## config.mk

```make
export PLATFORM = sky130hd
export DESIGN_NAME = msoc_cpu1_oci_dct_packer
export DESIGN_NICKNAME = d
export VERILOG_FILES = /design/src/rtl/msoc_oci_pkg.sv /design/src/rtl/msoc_cpu1_oci_dct_outreg.sv /design/src/rtl/msoc_cpu1_oci_dct_packer.sv
export SDC_FILE = /design/constraint.sdc
export NUM_CORES = 1
export LEC_CHECK = 0
export CAP_MARGIN = 20
export CORE_ASPECT_RATIO = 1.2
export CORE_MARGIN = 2
export CORE_UTILIZATION = 40
export CTS_CLUSTER_SIZE = 8
export DETAILED_ROUTE_END_ITERATION = 16
export PLACE_DENSITY = 0.62
export SLEW_MARGIN = 0
export SYNTH_ARGS = -nofsm -noshare
export SYNTH_HDL_FRONTEND = slang
export SYNTH_SLANG_ARGS = --single-unit
export TNS_END_PERCENT = 50
```

## constraint.sdc

```tcl
create_clock -name clk -period 3.5 [get_ports clk]
set_clock_uncertainty 0.2 [all_clocks]
set_input_delay 0.7 -clock clk [delete_from_list [all_inputs] [get_ports clk]]
set_output_delay 0.7 -clock clk [all_outputs]
set_load 0.02 [all_outputs]
```

## src/rtl/msoc_oci_pkg.sv

```systemverilog
// msoc_oci_pkg: shared DCT trace constants, code encodings and packer states
package msoc_oci_pkg;
    localparam int CODE_W = 2;
    localparam int SLOTS  = 15;
    localparam int BUF_W  = CODE_W * SLOTS;
    localparam int CNT_W  = 4;
    localparam logic [CNT_W-1:0] FULL_CNT = CNT_W'(SLOTS);
    localparam logic [CODE_W-1:0] DCT_CODE_SEQ      = 2'b00;
    localparam logic [CODE_W-1:0] DCT_CODE_TAKEN    = 2'b01;
    localparam logic [CODE_W-1:0] DCT_CODE_NOTTAKEN = 2'b10;
    localparam logic [CODE_W-1:0] DCT_CODE_ESC      = 2'b11;
    typedef enum logic [1:0] {ST_RUN, ST_DRAIN, ST_ENDED} state_e;
endpackage

```

## src/rtl/msoc_cpu1_oci_dct_outreg.sv

```systemverilog
// msoc_cpu1_oci_dct_outreg: one-entry valid/ready holding register for packed words
module msoc_cpu1_oci_dct_outreg
    import msoc_oci_pkg::*;
(
    input  logic                   clk,
    input  logic                   reset_n,
    input  logic                   load,
    input  logic [BUF_W+CNT_W-1:0] load_data,
    input  logic                   ready,
    output logic                   valid,
    output logic [BUF_W+CNT_W-1:0] data
);
    logic                   valid_q, valid_d;
    logic [BUF_W+CNT_W-1:0] data_q, data_d;

    always_comb begin
        valid_d = load ? 1'b1 : (ready ? 1'b0 : valid_q);
        data_d  = load ? load_data : data_q;
    end

    always_ff @(posedge clk or negedge reset_n) begin
        if (!reset_n) begin
            valid_q <= 1'b0;
            data_q  <= '0;
        end else begin
            valid_q <= valid_d;
            data_q  <= data_d;
        end
    end

    assign valid = valid_q;
    assign data  = data_q;
endmodule

```

## src/rtl/msoc_cpu1_oci_dct_packer.sv

```systemverilog
// msoc_cpu1_oci_dct_packer: packs 2-bit DCT codes into 30-bit trace words and drains on test end
module msoc_cpu1_oci_dct_packer
    import msoc_oci_pkg::*;
(
    input  logic              clk,
    input  logic              reset_n,
    input  logic              code_valid,
    input  logic [CODE_W-1:0] code,
    output logic              code_ready,
    input  logic              flush,
    input  logic              test_ending,
    output logic              dct_valid,
    input  logic              dct_ready,
    output logic [BUF_W-1:0]  dct_buffer,
    output logic [CNT_W-1:0]  dct_count,
    output logic              test_has_ended,
    output logic              overflow
);
    state_e             state_q, state_d;
    logic [BUF_W-1:0]   buf_q, buf_d, out_buf;
    logic [CNT_W-1:0]   cnt_q, cnt_d, out_cnt, cnt_next;
    logic               pend_q, pend_d, ovf_q, ovf_d;
    logic               free, full, acc, flush_req, xfer;

    always_comb begin
        free       = !dct_valid | dct_ready;
        full       = cnt_q == FULL_CNT;
        code_ready = !(full & !free) & (state_q != ST_ENDED);
        acc        = code_valid & code_ready;
        flush_req  = flush | pend_q | (state_q == ST_DRAIN);
        cnt_next   = cnt_q + CNT_W'(acc);
        // A full buffer is emitted as-is; a code accepted alongside starts the next word
        out_buf    = full ? buf_q : (acc ? {buf_q[BUF_W-CODE_W-1:0], code} : buf_q);
        out_cnt    = full ? cnt_q : cnt_next;
        xfer       = free & (full | (cnt_next == FULL_CNT) | (flush_req & (cnt_next != '0)));
        buf_d      = xfer ? ((full & acc) ? {{(BUF_W-CODE_W){1'b0}}, code} : '0) : out_buf;
        cnt_d      = xfer ? CNT_W'(full & acc) : out_cnt;
        pend_d     = (flush | pend_q) & !xfer & (cnt_d != '0);
        ovf_d      = ovf_q | (code_valid & !code_ready);
        state_d    = state_q;
        if (state_q == ST_RUN && test_ending)
            state_d = ST_DRAIN;
        else if (state_q == ST_DRAIN && cnt_q == '0 && !dct_valid && !code_valid)
            state_d = ST_ENDED;
    end

    always_ff @(posedge clk or negedge reset_n) begin
        if (!reset_n) begin
            state_q <= ST_RUN;
            buf_q   <= '0;
            cnt_q   <= '0;
            pend_q  <= 1'b0;
            ovf_q   <= 1'b0;
        end else begin
            state_q <= state_d;
            buf_q   <= buf_d;
            cnt_q   <= cnt_d;
            pend_q  <= pend_d;
            ovf_q   <= ovf_d;
        end
    end

    always_ff @(posedge clk) begin
        if (reset_n)
            assert (!(full & acc & !xfer));
    end

    msoc_cpu1_oci_dct_outreg u_outreg (
        .clk       (clk),
        .reset_n   (reset_n),
        .load      (xfer),
        .load_data ({out_buf, out_cnt}),
        .ready     (dct_ready),
        .valid     (dct_valid),
        .data      ({dct_buffer, dct_count})
    );

    assign test_has_ended = state_q == ST_ENDED;
    assign overflow       = ovf_q;
endmodule
```

# Yosys cells after proc, flatten, opt, wreduce, memory -nomap -nowiden
# Index checks and enable logic that the tools add are counted.
# classes
add_sub_neg	1
eq_ne	5
n_mux	10
n_bitwise	16
reduce_logical	16
# op_table
cell	count
two-way mux 30 bit	3
bitwise AND 1 bit	10
== test 4 bit (second input constant)	2
two-way mux 4 bit	2
nonzero test 4 bit	2
zero test 1 bit	6
two-way mux 2 bit	3
OR 1 bit	6
adder 4 x 1 -> 4 bit	1
logical AND 1 bit	4
zero test 4 bit	1
nonzero test 2 bit	2
== test 2 x 1 -> 1 bit (second input constant)	1
== test 2 bit (second input constant)	1
zero test 2 bit	1
two-way mux 1 bit	2
inequality test 2 bit (second input constant)	1
# word_totals
reg_bits	73
inputBits	8
output_inout_bits	38
elab_cells	55

# Longest topological paths before layout
# Gate-level depths: netlist (run 1).
# logic_depth
ltp_word	15
ltp_mapped	12
ltp_nobuf	10

# By module
# From an unflattened synthesis (run 1), not the netlist that was laid out.
# unflattened
cells_unflattened	234
area_unflattened_um2	3337.0
# by_module_without_submodules
module	n_inst	cells_per_inst	area_each_um2	seq_area_each_um2
msoc_cpu1_oci_dct_packer	1	159	1886.8	950.9
msoc_cpu1_oci_dct_outreg	1	75	1450.1	875.8

# Worst setup path before layout (run 1)
# OpenSTA, ideal clock, no wires.
# synth_path
path_type	input port to flip-flop
start	input dct_ready
end	register u_outreg.data_q[4], in the netlist u_outreg.data[4]
setup_time_ns	0.125
arrival_ns	2.695
t_required_ns	3.175
path_slack_ns	0.480
path_stages	11
n_path_buf	1
path_cell_list	nand2b_1 > nor2_1 > nor2_1 > ha_1 > ha_1 > xnor2_1 > o211ai_1 > a32oi_2 > nor2_2 > buf_4 > mux2_4
# synth_via
elab_chain_cells	11
elab_cells_between_ends	15
classes_between	add/sub: 1; eq/ne: 1; mux: 2; bitwise: 8; reduce/logical: 3
# synth_rtl
element	line	text
start: declaration	msoc_cpu1_oci_dct_packer.sv:13	input logic dct_ready,
OR 1 bit (*)	msoc_cpu1_oci_dct_packer.sv:26	free = !dct_valid | dct_ready;
zero test 1 bit	msoc_cpu1_oci_dct_packer.sv:28	code_ready = !(full & !free) & (state_q != ST_ENDED);
bitwise AND 1 bit	msoc_cpu1_oci_dct_packer.sv:28	
zero test 1 bit	msoc_cpu1_oci_dct_packer.sv:28	
bitwise AND 1 bit	msoc_cpu1_oci_dct_packer.sv:28	
bitwise AND 1 bit	msoc_cpu1_oci_dct_packer.sv:29	acc = code_valid & code_ready;
adder 4 x 1 -> 4 bit	msoc_cpu1_oci_dct_packer.sv:31	cnt_next = cnt_q + CNT_W'(acc);
== test 4 bit / nonzero test 4 bit (equally long branches)	msoc_cpu1_oci_dct_packer.sv:35	xfer = free & (full | (cnt_next == FULL_CNT) | (flush_req & (cnt_next != '0)));
OR 1 bit / bitwise AND 1 bit (equally long branches)	msoc_cpu1_oci_dct_packer.sv:35	
OR 1 bit	msoc_cpu1_oci_dct_packer.sv:35	
bitwise AND 1 bit	msoc_cpu1_oci_dct_packer.sv:35	
end signal: assignment	msoc_cpu1_oci_dct_outreg.sv:27	data_q <= data_d;
end: declaration	msoc_cpu1_oci_dct_outreg.sv:14	logic [BUF_W+CNT_W-1:0] data_q, data_d;
# Every way passes the cells marked *; elsewhere a longest branch is shown, timed or not.
# A chain may end at the register's enable or synchronous reset.

# Final worst setup path (run 1)
# layout_path
start	input dct_ready
end	register buf_q[3]
# layout_via
elab_chain_cells	12
elab_cells_between_ends	16
classes_between	add/sub: 1; eq/ne: 1; mux: 3; bitwise: 8; reduce/logical: 3
# layout_rtl
element	line	text
OR 1 bit (*)	msoc_cpu1_oci_dct_packer.sv:26	
zero test 1 bit	msoc_cpu1_oci_dct_packer.sv:28	
bitwise AND 1 bit	msoc_cpu1_oci_dct_packer.sv:28	
zero test 1 bit	msoc_cpu1_oci_dct_packer.sv:28	
bitwise AND 1 bit	msoc_cpu1_oci_dct_packer.sv:28	
bitwise AND 1 bit	msoc_cpu1_oci_dct_packer.sv:29	
adder 4 x 1 -> 4 bit	msoc_cpu1_oci_dct_packer.sv:31	
== test 4 bit / nonzero test 4 bit (equally long branches)	msoc_cpu1_oci_dct_packer.sv:35	
OR 1 bit / bitwise AND 1 bit (equally long branches)	msoc_cpu1_oci_dct_packer.sv:35	
OR 1 bit	msoc_cpu1_oci_dct_packer.sv:35	
bitwise AND 1 bit	msoc_cpu1_oci_dct_packer.sv:35	
two-way mux 30 bit (*)	msoc_cpu1_oci_dct_packer.sv:36	buf_d = xfer ? ((full & acc) ? {{(BUF_W-CODE_W){1'b0}}, code} : '0) : out_buf;
via buf_d[3]	msoc_cpu1_oci_dct_packer.sv:20	logic [BUF_W-1:0] buf_q, buf_d, out_buf;
end signal: assignment	msoc_cpu1_oci_dct_packer.sv:56	buf_q <= buf_d;
end: declaration	msoc_cpu1_oci_dct_packer.sv:20	
# The timed path passes the listed nets; every way through them passes the cells marked *.

==> results of run 1 <==
cell families (layout without fill, tap and decap cells):
family	count (synthesis)	in the layout	synth area share (%)
XOR/XNOR	1	1	0.279
flip-flops	73	73	58.2
AO/OA/AOI/OAI	74	74	15.5
multiplexers	34	34	11.3
AND/OR/NAND/NOR	67	67	9.84
buffers and inverters	23	80	4.06
adder cells (fa/ha/maj)	2	2	0.797
stage by stage:
stage               setup TNS, ns  instances
global placement            -3.09        407
detailed placement          -6.90        407
floorplan                       0        274
global route               -0.561        423
finish                          0        423
CTS                             0        423
cells in the mapped netlist:
library cell / number / area (um^2)
a21oi_1: 5 / 25.0
a311oi_1: 2 / 17.5
a31oi_1: 2 / 12.5
a32oi_2: 1 / 16.3
a41oi_2: 1 / 16.3
and2b_1: 1 / 7.51
and4_1: 2 / 17.5
buf_4: 3 / 22.5
buf_6: 4 / 45.0
clkbuf_1: 13 / 48.8
dfrtp_1: 73 / 1830
ha_1: 2 / 25.0
inv_1: 3 / 11.3
mux2_2: 4 / 45.0
mux2_4: 2 / 30.0
mux2i_1: 28 / 280
nand2_1: 7 / 26.3
nand2b_1: 3 / 18.8
nand3_1: 1 / 5.00
nand4_1: 2 / 12.5
nor2_1: 36 / 135
nor2_2: 1 / 6.26
nor2b_1: 4 / 25.0
nor3_1: 6 / 30.0
nor4_1: 2 / 12.5
o211ai_1: 1 / 7.51
o21ai_0: 30 / 150
o21bai_1: 1 / 7.51
o22a_1: 2 / 17.5
o31ai_1: 29 / 218
or3_1: 2 / 12.5
xnor2_1: 1 / 8.76
routing by layer:
layer / wire (um) / track usage (%) / share of wire, % / vias to the layer above
li1: - / - / - / 1099
met1: 2940 / 20.7 / 47 / 1079
met2: 2990 / 25.4 / 48 / 37
met3: 204 / 4.18 / 3.3 / 6
met4: 63 / 5.86 / 1.0 / 0
met5: 0 / 0 / 0 / -
flip-flops by register name (all words and copies together), names as in the netlist:
signal and cells:
u_outreg.data 34, overflow 1, cnt_q 4, u_outreg.valid 1, state_q 2, buf_q 30, pend_q 1
path summary, 6_finish.rpt:
path	end	depth (start not counted)	slack [ns]	start
max	buf_q[3]	12	0.21	dct_ready
min in group clk	overflow	1	0.29	overflow
max in group asynchronous	buf_q[12]	2	2.21	reset_n
min reg2reg	overflow	1	0.29	overflow
max reg2reg	buf_q[3]	11	0.45	cnt_q[1]
min	u_outreg.data[10]	1	0.22	reset_n
worst reg2reg max path: stages (launching register included):
cell and delay [ns]:
dfrtp_1 0.50, nand4_1 0.15, nor2_1 0.18, nor2_1 0.06, ha_1 0.23, ha_1 0.23, xnor2_1 0.17, o211ai_1 0.19
a32oi_4 0.10, nor2_2 0.49, buf_4 0.35, nor2_1 0.08
what timing repair did:
action	4_1_cts	5_1_grt
hold buffers	0	0
setup endpoints to repair	0	47
gates resized for setup	0	3
cell type report:
type,count,area [um^2],share of cell area [%]
clock buffer,9,124,3.12
clock inverter,7,101,2.55
inverter,3,11.3,0.284
multi-input combinational,178,1200,30.4
sequential,73,1830,46.0
tap,92,115,2.90
timing repair buffer,61,586,14.8
power by group:
group / switching (W) / internal [W]
logic: 0.000105 / 0.0000859
registers: 0.0000178 / 0.000870
clock network: 0.000329 / 0.000407
total: 0.000452 / 0.00136
==> impl_metrics.env, run 1 <==
export IMPL_outcome="finished clean"
export IMPL_cts_clk_slew_worst_paths_ns=0.08
export IMPL_finalHoldViolCount=0
export IMPL_min_period_ns=3.29
export IMPL_critPathKind="in2reg"
export IMPL_start_util_pct=41.0
export IMPL_cts_path_max_buffers=2
export IMPL_slew_headroom_pct=50.6
export IMPL_slowest_delay_ns=0.49
export IMPL_post_route_period_util_pct=94.1
export IMPL_area_growth_pct=26.4
export IMPL_rsz0062_at_grt="true"
export IMPL_mostFrequentLayoutCells="dfrtp_1 (73), clkdlybuf4s50_1 (44), nor2_1 (36)"
export IMPL_cp_slowest_cell="nor2_2"
export IMPL_layout_drive_gt1_share_pct=13.0
export IMPL_avgSynthCellArea_um2=11.5
export IMPL_nFillCells=678
export IMPL_grt_overflow_total=0
export IMPL_n_antenna_cell=0
export IMPL_root_buffer="clkbuf_8"
export IMPL_fin_area_mm2=0.00397
export IMPL_cts_buffers=9
export IMPL_yosys_warnings=0
export IMPL_die_y_um=101
export IMPL_fin_util_pct=51.8
export IMPL_fmax_ghz=0.304
export IMPL_finalWorstSetupSlack_ns=0.206
export IMPL_end_kind="flip-flop"
export IMPL_cp_required_ns=3.52
export IMPL_postSynthCellCount=274
export IMPL_first_iter_violations=104
export IMPL_placed_cell_area_mm2=0.00374
export IMPL_seq_area_frac_synth_pct=58.2
export IMPL_ctsHtreeMaxLevel=3
export IMPL_portBuffers=45
export IMPL_total_power_w=0.00182
export IMPL_routed_wl_um=6200
export IMPL_critPathBufInv=2
export IMPL_tritoncts="built"
export IMPL_io_pin_count=46
export IMPL_core_area_mm2=0.00766
export IMPL_grt_pass1_wl_um=10800
export IMPL_vdd_ir_drop_worst_mv=0.315
export IMPL_grt_usage_pct=15.8
export IMPL_dr_total_vias=2221
export IMPL_post_cts_setup_buffers=0
export IMPL_setup_viol=0
export IMPL_holdCritPathClass="in2async"
export IMPL_drc=0
export IMPL_ant_nets=0
export IMPL_antenna_found_initial=0
export IMPL_worstMarginPinSlew_ns=0.740
export IMPL_rows=35
export IMPL_routed_via_density=5.25
export IMPL_cp_cell_sequence="clkdlybuf4s50_1 > nand2b_1 > nor2_1 > nor2_1 > ha_1 > ha_1 > xnor2_1 > o211ai_1 > a32oi_4 > nor2_2 > buf_4 > nor2_1"
export IMPL_yosysUniqueCellTypes=32
export IMPL_hpwlAfterDp_um=4080
export IMPL_clk_latency_ns=0.34
export IMPL_grt_max_degree=61
export IMPL_synth_seq_cells=73
export IMPL_leakage_nw=2.00
export IMPL_grt_pass1_vias=2224
export IMPL_cts_sinks=73
export IMPL_syn_area_mm2=0.00314
export IMPL_pre_cts_ws_ns=-0.155
export IMPL_place_gp_congestion=0.776
export IMPL_start_kind="input port"
export IMPL_die_x_um=84.9
export IMPL_worst_path_max_fanout=19
export IMPL_num_nets_final=336
export IMPL_final_common_cell="dfrtp_1"
export IMPL_die_area_mm2=0.00858
export IMPL_cp_data_arrival_time_ns=3.32
export IMPL_cp_common_cell="nor2_1"
export IMPL_slew_violations=0
export IMPL_crit_family="simple AND/OR/NAND/NOR gates"
export IMPL_drv_cap=0
export IMPL_fin_hold_ws_ns=0.216
export IMPL_wl_per_cell_um=14.7
export IMPL_firstDrtPassIters=4
export IMPL_syn_num_nets=284
export IMPL_powerDensity_mw_per_mm2=457
No activity file was read; power rests on OpenSTA's default activity.
==> inputs of run 2 (changes only) <==
- CORE_MARGIN: 2 -> 10
- CORE_UTILIZATION: 40 -> 54
- PLACE_DENSITY: 0.62 -> 0.79
==> run 2 against run 1 <==
Power decreased by 5.2%. Combinational power about the same. Sequential share of layout area increased by 0.48 points. Register-to-register slack improved by 0.10 ns. Global-route usage decreased by 1.4 points. Routed wire length increased by 1.6%. Critical path depth unchanged. Highest routed layer unchanged. Utilization increased by 18 points. Flip-flop and latch count unchanged. Non-clock buffer count unchanged.
==> impl_metrics.env, run 2 (synthesis gave the netlist of run 1 again) <==
export IMPL_outcome="finished clean"
export IMPL_mostFrequentLayoutCells="dfrtp_1 (73), clkdlybuf4s50_1 (44), nor2_1 (36)"
export IMPL_hpwlAfterDp_um=4290
export IMPL_num_nets_final=336
export IMPL_post_route_period_util_pct=91.7
export IMPL_layout_drive_gt1_share_pct=13.0
export IMPL_rsz0062_at_grt="false"
export IMPL_setup_viol=0
export IMPL_grt_max_degree=61
export IMPL_place_gp_congestion=0.793
export IMPL_fin_util_pct=69.3
export IMPL_slew_headroom_pct=50.3
export IMPL_power_share_switching_pct=25.4
export IMPL_end_kind="flip-flop"
export IMPL_routed_wl_um=6300
export IMPL_cts_sinks=73
export IMPL_root_buffer="clkbuf_8"
export IMPL_placed_cell_area_mm2=0.00372
export IMPL_powerDensity_mw_per_mm2=438
export IMPL_pwr_share_comb_pct=11.1
export IMPL_instances_no_fill=411
export IMPL_final_common_cell="dfrtp_1"
export IMPL_largest_reg_flops=34
export IMPL_tritoncts="built"
export IMPL_grt_usage_pct=14.5
export IMPL_first_iter_violations=147
export IMPL_core_area_mm2=0.00567
export IMPL_cts_buffers=9
export IMPL_cp_required_ns=3.52
export IMPL_grt_overflow_total=0
export IMPL_cts_path_max_buffers=2
export IMPL_slew_violations=0
export IMPL_holdCritPathClass="in2async"
export IMPL_dp_cells=395
export IMPL_drv_cap=0
export IMPL_ant_nets=0
export IMPL_fmax_ghz=0.311
export IMPL_worstMarginPinSlew_ns=0.745
export IMPL_antenna_found_initial=0
export IMPL_cp_data_arrival_time_ns=3.23
export IMPL_firstDrtPassIters=4
export IMPL_critPathKind="in2reg"
export IMPL_post_cts_setup_buffers=0
export IMPL_n_antenna_cell=0
export IMPL_total_power_w=0.00172
export IMPL_fin_area_mm2=0.00393
export IMPL_p_seq_share_pct=51.5
export IMPL_portBuffers=45
export IMPL_start_util_pct=55.4
export IMPL_drc=0
export IMPL_leakage_nw=2.00
export IMPL_wl_per_cell_um=15.3
export IMPL_routed_via_density=5.51
export IMPL_die_area_mm2=0.00928
export IMPL_die_y_um=104
export IMPL_p_int_w=0.00128
export IMPL_ctsHtreeMaxLevel=3
export IMPL_worst_path_max_fanout=20
export IMPL_cts_clk_slew_worst_paths_ns=0.08
export IMPL_fin_tns_setup_ns=0
export IMPL_dr_total_vias=2266
export IMPL_switching_power_w=0.000437
export IMPL_min_period_ns=3.21
export IMPL_io_pin_count=46
export IMPL_die_x_um=89.6
export IMPL_rows=30
export IMPL_start_kind="input port"
export IMPL_clk_latency_ns=0.34
export IMPL_area_growth_pct=25.1
export IMPL_clockPowerShare_pct=37.4
export IMPL_vdd_ir_drop_worst_mv=0.368
export IMPL_finalHoldViolCount=0
export IMPL_grt_pass1_vias=2273
export IMPL_grt_pass1_wl_um=10800
run 2: cell types whose count changed in the layout (fill, tap and decap cells not counted):
cell / delta
clkinv_2: +3
clkinvlp_4: -1
nor2_2: -1
nor2_4: +1
bufinv_16: -1
inv_6: -1
run 2: layout make-up:
cell class                      instances  area, um^2
Fill cell                             418        1740
Inverter                                3        11.3
Timing Repair Buffer                   61         586
Multi-Input combinational cell        178        1210
Clock buffer                            9         124
Tap cell                               80         100
Sequential cell                        73        1830
Clock inverter                          7        70.1
run 2: critical path, stage by stage:
cell and delay, ns:
clkdlybuf4s50_1 0.41, nand2b_1 0.17, nor2_1 0.13, nor2_1 0.06
ha_1 0.21, ha_1 0.22, xnor2_1 0.17, o211ai_1 0.19
a32oi_4 0.12, nor2_4 0.42, buf_4 0.33, a21oi_1 0.10
run 2: repair_timing:
item,in CTS,in global routing
endpoints found under the setup margin,0,53
hold buffers,0,0
resized for setup,0,4
run 2: worst paths after layout:
path	startpoint	endpoint	slack, ns	cells past startpoint
min in group clk	overflow	overflow	0.29	1
hold reg to reg	overflow	overflow	0.29	1
setup reg to reg	cnt_q[2]	cnt_q[0]	0.55	11
setup / recovery	dct_ready	cnt_q[0]	0.29	12
max in group asynchronous	reset_n	buf_q[29]	2.22	2
hold / removal	reset_n	state_q[1]	0.22	1
run 2: per-stage QoR:
step                worst slack [ns]  hold WS, ns
detailed placement            -0.271        0.267
floorplan                      0.480        0.204
global placement              -0.192        0.265
finish                         0.289        0.219
global route                  0.0264        0.280
CTS                           0.0483        0.242
run 2: per-layer routing:
layer	wire length, um	track usage, %	up-vias	share of wire, %
met3	350	4.08	15	5.6
li1	-	-	1093	-
met2	3030	22.5	50	48
met5	0	0	-	0
met4	141	6.61	0	2.2
met1	2770	17.9	1108	44
run 2: power groups by stage:
| stage | combinational [W] | sequential (W) | clock, W |
|---|---|---|---|
| 6_report | 0.000190 | 0.000887 | 0.000644 |
| 5_1_grt | 0.000209 | 0.000891 | 0.000684 |
| 4_1_cts | 0.000193 | 0.000887 | 0.000656 |
| 3_5_place_dp | 0.000191 | 0.000903 | 0 |
| 3_3_place_gp | 0.000190 | 0.000904 | 0 |
| 2_1_floorplan | 0.0000645 | 0.000934 | 0 |
